## config.mk

```make
export PLATFORM = sky130hd
export DESIGN_NAME = imem_loader
export DESIGN_NICKNAME = d
export VERILOG_FILES = /design/src/rtl/imem_loader.sv
export SDC_FILE = /design/constraint.sdc
export NUM_CORES = 1
export LEC_CHECK = 0
export BUFFER_PORTS_ARGS = -buffer_cell sky130_fd_sc_hd__buf_2
export CORE_AREA = 2 2 54 56
export DETAILED_ROUTE_END_ITERATION = 12
export DIE_AREA = 0 0 56 58
export PLACE_DENSITY = 0.74
export SLEW_MARGIN = 20
export SYNTH_ARGS = -nofsm -noshare
export SYNTH_HDL_FRONTEND = slang
export SYNTH_SLANG_ARGS = --single-unit
```

## constraint.sdc

```tcl
create_clock -name clk -period 2 [get_ports clk]
set_clock_uncertainty 0.1 [all_clocks]
set_input_delay 0.4 -clock clk [delete_from_list [all_inputs] [get_ports clk]]
set_output_delay 0.4 -clock clk [all_outputs]
set_load 0.02 [all_outputs]
```

## src/rtl/imem_loader.sv

```systemverilog
`default_nettype none
// ============================================================================
// Module      : imem_loader
// Description : Streams a program (LEN, N data words, CHK) into instruction
//               memory from address 0. Holds the processor in reset until the
//               load completes and the XOR checksum of the data words matches.
// Revision    : 1.0 - initial release
// ============================================================================
module imem_loader #(
  parameter int ADDR_W = 4,
  parameter int DATA_W = 4,
  parameter int DEPTH  = 16
) (
  input  logic              clk,
  input  logic              reset,
  input  logic              start,
  input  logic              in_valid,
  input  logic [DATA_W-1:0] in_data,
  output logic              in_ready,
  output logic              mem_we,
  output logic [ADDR_W-1:0] mem_addr,
  output logic [DATA_W-1:0] mem_wdata,
  output logic              cpu_hold,
  output logic              done,
  output logic              error
);

  // One extra bit so a full DEPTH-word count is representable without wrap.
  localparam int CNT_W = ADDR_W + 1;
  localparam logic [CNT_W-1:0] FULL_N = CNT_W'(DEPTH);

  typedef enum logic [2:0] {
    S_IDLE    = 3'd0,
    S_GET_LEN = 3'd1,
    S_LOAD    = 3'd2,
    S_CHECK   = 3'd3,
    S_DONE    = 3'd4,
    S_ERR     = 3'd5
  } state_t;

  state_t            state;
  state_t            state_next;
  logic [CNT_W-1:0]  idx;
  logic [CNT_W-1:0]  idx_next;
  logic [CNT_W-1:0]  len_n;
  logic [CNT_W-1:0]  len_n_next;
  logic [DATA_W-1:0] csum;
  logic [DATA_W-1:0] csum_next;
  logic              wr_next;
  logic              xfer;
  logic [CNT_W-1:0]  len_word;

  assign xfer = in_valid & in_ready;

  // The LEN word is resized to the counter width before use.
  generate
    if (DATA_W >= CNT_W) begin : g_len_trunc
      assign len_word = in_data[CNT_W-1:0];
    end else begin : g_len_ext
      assign len_word = {{(CNT_W-DATA_W){1'b0}}, in_data};
    end
  endgenerate

  // Next-state, counter, checksum and write-request logic.
  always_comb begin
    state_next = state;
    idx_next   = idx;
    len_n_next = len_n;
    csum_next  = csum;
    wr_next    = 1'b0;
    case (state)
      S_IDLE, S_DONE, S_ERR: begin
        if (start) state_next = S_GET_LEN;
      end
      S_GET_LEN: begin
        if (xfer) begin
          // LEN=0 encodes a full-memory load.
          len_n_next = (len_word == '0) ? FULL_N : len_word;
          idx_next   = '0;
          csum_next  = '0;
          state_next = S_LOAD;
        end
      end
      S_LOAD: begin
        if (xfer) begin
          csum_next = csum ^ in_data;
          idx_next  = idx + 1'b1;
          wr_next   = 1'b1;
          if (idx_next == len_n) state_next = S_CHECK;
        end
      end
      S_CHECK: begin
        if (xfer) state_next = (in_data == csum) ? S_DONE : S_ERR;
      end
      default: state_next = S_IDLE;
    endcase
  end

  // State register.
  always_ff @(posedge clk or negedge reset) begin
    if (!reset) state <= S_IDLE;
    else        state <= state_next;
  end

  // Load counters, checksum accumulator and the registered memory write port.
  always_ff @(posedge clk or negedge reset) begin
    if (!reset) begin
      idx       <= '0;
      len_n     <= '0;
      csum      <= '0;
      mem_we    <= 1'b0;
      mem_addr  <= '0;
      mem_wdata <= '0;
    end else begin
      idx    <= idx_next;
      len_n  <= len_n_next;
      csum   <= csum_next;
      mem_we <= wr_next;
      if (wr_next) begin
        // Address is the pre-increment index; no wrap since idx < N <= DEPTH.
        mem_addr  <= idx[ADDR_W-1:0];
        mem_wdata <= in_data;
      end
    end
  end

  // Status outputs registered from the upcoming state so they align with it.
  always_ff @(posedge clk or negedge reset) begin
    if (!reset) begin
      in_ready <= 1'b0;
      cpu_hold <= 1'b1;
      done     <= 1'b0;
      error    <= 1'b0;
    end else begin
      in_ready <= (state_next == S_GET_LEN) || (state_next == S_LOAD) ||
                  (state_next == S_CHECK);
      cpu_hold <= (state_next != S_DONE);
      done     <= (state_next == S_DONE);
      error    <= (state_next == S_ERR);
    end
  end

endmodule
`default_nettype wire
```

# ---- Word-level counts from Yosys, hierarchy flattened
# Index checks and enable logic that the tools add are counted.
dict set report totals {
  ff_bits 30
  latchBits 0
  ram_bits 0
  romBits 0
  output_inout_bits 13
  n_memories 0
}
dict set report classes {
  add_sub_neg 1
  n_mul 0
  div 0
  n_lt_le_gt_ge 0
  n_eq_ne 15
  shifts 0
  mux 16
  n_bitwise 2
  reduce_logical 8
}
# op count
set ops {}
lappend ops {{$mux W3} 5}
lappend ops {{$mux W5} 3}
lappend ops {{$eq A3 B2 Y1 const B} 4}
lappend ops {{$eq A3 B3 Y1 const B} 4}
lappend ops {{$pmux W3 S4} 1}
lappend ops {{$pmux W5 S2} 1}
lappend ops {{$mux W4} 2}
lappend ops {{$pmux W4 S2} 1}
lappend ops {{$eq A3 B1 Y1 const B} 2}
lappend ops {{$add A5 B1 Y5 const B} 1}
lappend ops {{$eq A5 B5 Y1} 1}
lappend ops {{$logic_not A5 Y1} 1}
lappend ops {{$eq A4 B4 Y1} 1}
lappend ops {{$ne A2 B2 Y1 const B} 2}
lappend ops {{$xor A4 B4 Y4} 1}
lappend ops {{$logic_not A3 Y1} 1}
lappend ops {{$mux W1} 3}
lappend ops {{$ne A3 B3 Y1 const B} 1}
lappend ops {{$reduce_and A3 Y1} 1}
lappend ops {{$reduce_or A3 Y1} 1}
lappend ops {{$logic_or A1 B1 Y1} 2}
lappend ops {{$reduce_and A2 Y1} 1}
lappend ops {{$reduce_bool A2 Y1} 1}
lappend ops {{$and A1 B1 Y1} 1}

# ---- Logic depth before layout (Yosys ltp)
dict set report logic_depth {
  depth_word 8
  mapped_depth 6
  mapped_depth_nobuf 5
}

# ---- Worst setup path before layout
# No wires, ideal clock.
dict set report synth_path {
  kind {flip-flop to flip-flop}
  startpoint {reg idx[0]}
  endpoint {reg done}
  setup_time_ps 120
  arrival_time_ps 1460
  setup_slack_ps 320
  path_stages_with_launch 6
  n_path_buf 0
  path_cell_list {dfrtp_1 > ha_1 > xor2_1 > nor4_2 > nand4_1 > and3_1}
}
dict set report synth_via {
  elab_chain_len 6
}
# element line_no
set synth_rtl {}
lappend synth_rtl {{start: declaration} 43} ;# logic [CNT_W-1:0] idx;
lappend synth_rtl {{start signal: assignment} 115} ;# idx <= idx_next;
lappend synth_rtl {{$add A5 B1 Y5} 87} ;# idx_next = idx + 1'b1;
lappend synth_rtl {{$eq A5 B5 Y1} 89} ;# if (idx_next == len_n) state_next = S_CHECK;
lappend synth_rtl {{$mux W3} 89}
lappend synth_rtl {{$mux W3} 85} ;# if (xfer) begin
lappend synth_rtl {{$pmux W3 S4} 71} ;# case (state)
lappend synth_rtl {{$eq A3 B3 Y1} 138} ;# done <= (state_next == S_DONE);
lappend synth_rtl {{end signal: assignment} 138}
lappend synth_rtl {{end: declaration} 24} ;# output logic done,
# Every way passes these cells.
# A chain may end at the register's enable or synchronous reset.

# ---- Worst setup path after layout
dict set report layout_path {
  startpoint {reg state[0]}
  endpoint {reg idx[3]}
}
dict set report layout_via {
  elab_chain_len 3
  elab_cells_between_ends 7
  cone_classes {4 x eq/ne; 1 x mux; 2 x reduce/logical}
}
# element line_no
set layout_rtl {}
lappend layout_rtl {{start: declaration} 41} ;# state_t state;
lappend layout_rtl {{start signal: assignment} 102} ;# else state <= state_next;
lappend layout_rtl {{$eq A3 B1 Y1 / $eq A3 B2 Y1 (equally long branches)} 71}
lappend layout_rtl {{$ne A2 B2 Y1 (no line) / $reduce_bool A2 Y1 (equally long branches)} --}
lappend layout_rtl {{$reduce_and A3 Y1 (no line)} --}
# Several ways; a longest one is shown, not always the timed one.

==> impl_metrics.tcl <==
set metrics [dict create \
    run_status "completed" \
    timing.critical_path.cells "nand4b_1 -> a2bb2oi_1 -> o21ai_0 -> a22o_1" \
    design.portCount 21 \
    cts.sinks 30 \
    maxSlewViolCount 0 \
    dpl.hpwl_mm 2.02 \
    fp.coreArea_sq_mm 0.00266 \
    floorplan.initialDensity_pct 51.9 \
    syn_avg_cell_area_sq_um 10.2 \
    cp.arrival_ps 1930 \
    vias_in_the_first_global_route 1029 \
    grt_busiest_layer "met2" \
    detailed_place.area_sq_mm 0.00153 \
    antenna_violating_nets_remaining 0 \
    netlist_instances 135 \
    max_freq_ghz 0.551 \
    synth_adder_area_share_pct 0.906 \
    clock_tree.htree_level_count 2 \
    clk_latency_ps 330 \
    route.final.wire_length_mm 2.68 \
    p_leak_nw 0.788 \
    portBuffers 20 \
    die_height_microns 58 \
    pin_count_of_the_biggest_net_entering_global_routing 31 \
    crit_path_max_fanout 7 \
    cts.root.buffer_cell "clkbuf_4" \
    min_period_over_period_pct 90.7 \
    avgRoutedWirePerCell_microns 13.8 \
    max_slew_margin_pct 56.6 \
    finalWorstPathRequiredPeriod_ps 1810 \
    grtUsageMet2_pct 31.1 \
    number_of_design_rule_violations_left_after_detail_routing 0 \
    grt_antenna_before_repair 0 \
    firstDrtPassIters 4 \
    crit_slowest_cell "a2bb2oi_1" \
    synth_compound_gate_area_share_pct 10.7 \
    drt_initial_violations 20 \
    timing.max_cap.violations 0 \
    globalRoute.totalOverflow 0 \
    routed_via_density 5.43 \
    synth_simple_gate_area_share_pct 19.4 \
    cts_buffers 5 \
    post_synth_xor_xnor_area_pct 8.24 \
    yosysSeqAreaShare_pct 54.4 \
    placer_congestion_estimate 0.890 \
    core.rowCount 19 \
    setup-tns-final_ps 0 \
    final.fill_count 241 \
    start_kind "flop" \
    worst-setup-path-type "flop to flop" \
    worst_path_largest_cell_delay_ps 550 \
    clock_tree.buffer_depth 2 \
    yosys_warnings 0 \
    met1_usage_pct 21.2 \
    end_kind "flop" \
    syn_nets 144 \
    global_route.usage.total_pct 18.9 \
    timing.final.hold_violations 0 \
    tritoncts "yes" \
    rrSetupSlack_ps 190 \
    post_synth_instance_area_sq_mm 0.00138 \
    synthMuxAreaShare_pct 4.08 \
    fin_nets 172 \
    synth_cell_types 33 \
    grt_first_pass_wirelength_mm 4.56 \
    setup_viol 0 \
    detailroute.via_count 1058 \
    rsz_0062_raised_after_global_routing "no" \
    antenna_cells 0 \
    timing.critical_path.required_ps 2120 \
    post_synthesis_sequential_element_count 30 \
    die_width_microns 56 \
    die-area_sq_mm 0.00325 \
    timing_worst_slew_pin_value_ps 651 \
    min-delay-path-class "primary input to flop" \
    drive_gt1_share_pct 25.6 \
    clk_pin_slew_worst_setup_hold_paths_ps 90 \
    gr-usage-met3_pct 4.91 \
    power.density_cell_area_mw_per_mm2 1430 \
    final_area_sq_mm 0.00160 \
    synth_top_family_by_area "simple AND/OR/NAND/NOR gates" \
    area_delta_synth_final_pct 15.6 \
    vdd.ir_drop.worst_v 0.000968 \
]
==> logic make-up after synthesis <==
logic type      Yosys count
flops                    30
fa+ha+maj                 1
xor+xnor                 13
mux                       5
compound gates           23
simple gates             56
buf+inv                   7
==> Yosys cell counts <==
library cell / number / area share, %
a21boi_1: 1 / 0.54
clkbuf_1: 1 / 0.27
buf_2: 1 / 0.36
and3_1: 1 / 0.45
xnor2_1: 7 / 4.4
nor3_1: 1 / 0.36
o32ai_1: 1 / 0.63
ha_1: 1 / 0.91
o21ai_0: 13 / 4.7
nor4_1: 1 / 0.45
inv_1: 3 / 0.82
nor4_2: 1 / 0.91
clkinv_1: 1 / 0.27
nand2b_1: 1 / 0.45
nand2_1: 32 / 8.7
a21oi_1: 1 / 0.36
dfstp_2: 1 / 1.9
nand4b_1: 1 / 0.63
a22o_1: 4 / 2.5
o21ba_2: 1 / 0.72
buf_4: 1 / 0.54
mux2_2: 5 / 4.1
or2_2: 2 / 0.91
and2_1: 1 / 0.45
xor2_1: 6 / 3.8
a2bb2oi_1: 1 / 0.63
nor3b_2: 1 / 0.91
nand4_1: 1 / 0.45
or3b_4: 1 / 0.82
a211oi_1: 1 / 0.54
nand3_1: 7 / 2.5
nor2_1: 5 / 1.4
dfrtp_1: 29 / 53
==> final timing paths <==
kind	start	end	depth (start not counted)
setup / recovery	state[0]$_DFF_PN0_	idx[3]$_DFFE_PN0P_	4
hold / removal	in_data[0]	mem_wdata[0]$_DFFE_PN0P_	3
setup reg to reg	state[0]$_DFF_PN0_	idx[3]$_DFFE_PN0P_	4
hold reg to reg	mem_addr[1]$_DFFE_PN0P_	mem_addr[1]$_DFFE_PN0P_	2
max in group asynchronous	reset	idx[2]$_DFFE_PN0P_	2
min in group asynchronous	reset	mem_wdata[3]$_DFFE_PN0P_	2
==> metal layers <==
| layer | vias up | wire length, microns |
|---|---|---|
| li1 | 516 | - |
| met1 | 504 | 1110 |
| met2 | 26 | 1350 |
| met3 | 12 | 103 |
| met4 | 0 | 125 |
| met5 | - | 0 |
==> state kept, by name, summed over array words and instances, names as in the netlist <==
signal     cells
cpu_hold       1
csum           4
done           1
error          1
idx            5
in_ready       1
len_n          5
mem_addr       4
mem_wdata      4
mem_we         1
state          3
==> critical path, delay by kind of cell, from the launching register on <==
| family | cells | cell delay, ps |
|---|---|---|
| AOI/OAI and AO/OA | 3 | 940 |
| DFF | 1 | 460 |
| and+or+nand+nor | 1 | 200 |
==> layout by cell type, fill, tap and decap left out, types with 2 or more instances in the layout <==
cell      count
nand3_1       7
inv_1         3
buf_4         3
o21ai_0      13
xnor2_1       7
xor2_1        6
a22o_1        4
mux2_2        5
nor2_1        5
dfrtp_1      29
clkbuf_4      5
nand2_1      32
or2_2         2
buf_2        20
==> cell type report <==
cell class / count / area (sq um) / area share [%]
Clock buffer: 7 / 55.1 / 3.45
Timing Repair Buffer: 24 / 133 / 8.31
Multi-Input combinational cell: 98 / 598 / 37.5
Tap cell: 31 / 38.8 / 2.43
Sequential cell: 30 / 752 / 47.1
Clock inverter: 1 / 5.00 / 0.313
Inverter: 4 / 15.0 / 0.940
==> where the power goes <==
part,total (mW),internal [mW],leakage (nW),switching (mW)
clock network,0.367,0.170,0.0353,0.197
registers,1.00,0.825,0.388,0.175
logic,0.913,0.395,0.364,0.517
total,2.28,1.39,0.788,0.889
==> metrics by stage <==
step	std cells	worst slack [ps]	power, mW	hold slack [ps]	util (%)
after detailed placement	186	188	1.93	357	57.3
after CTS	195	191	2.31	239	60.0
after global routing	195	81.7	2.44	253	60.0
after floorplan	135	320	1.65	4.41	-
after global placement	186	235	1.88	350	57.3
final	195	186	2.28	249	60.0
==> repair_timing <==
item,CTS,global route
setup buffers,0,0
endpoints found under the setup margin,0,0
hold buffers,1,0
hold endpoints to repair,18,0
resized for setup,0,0
Note: power is estimated with default switching activity, not from simulation.
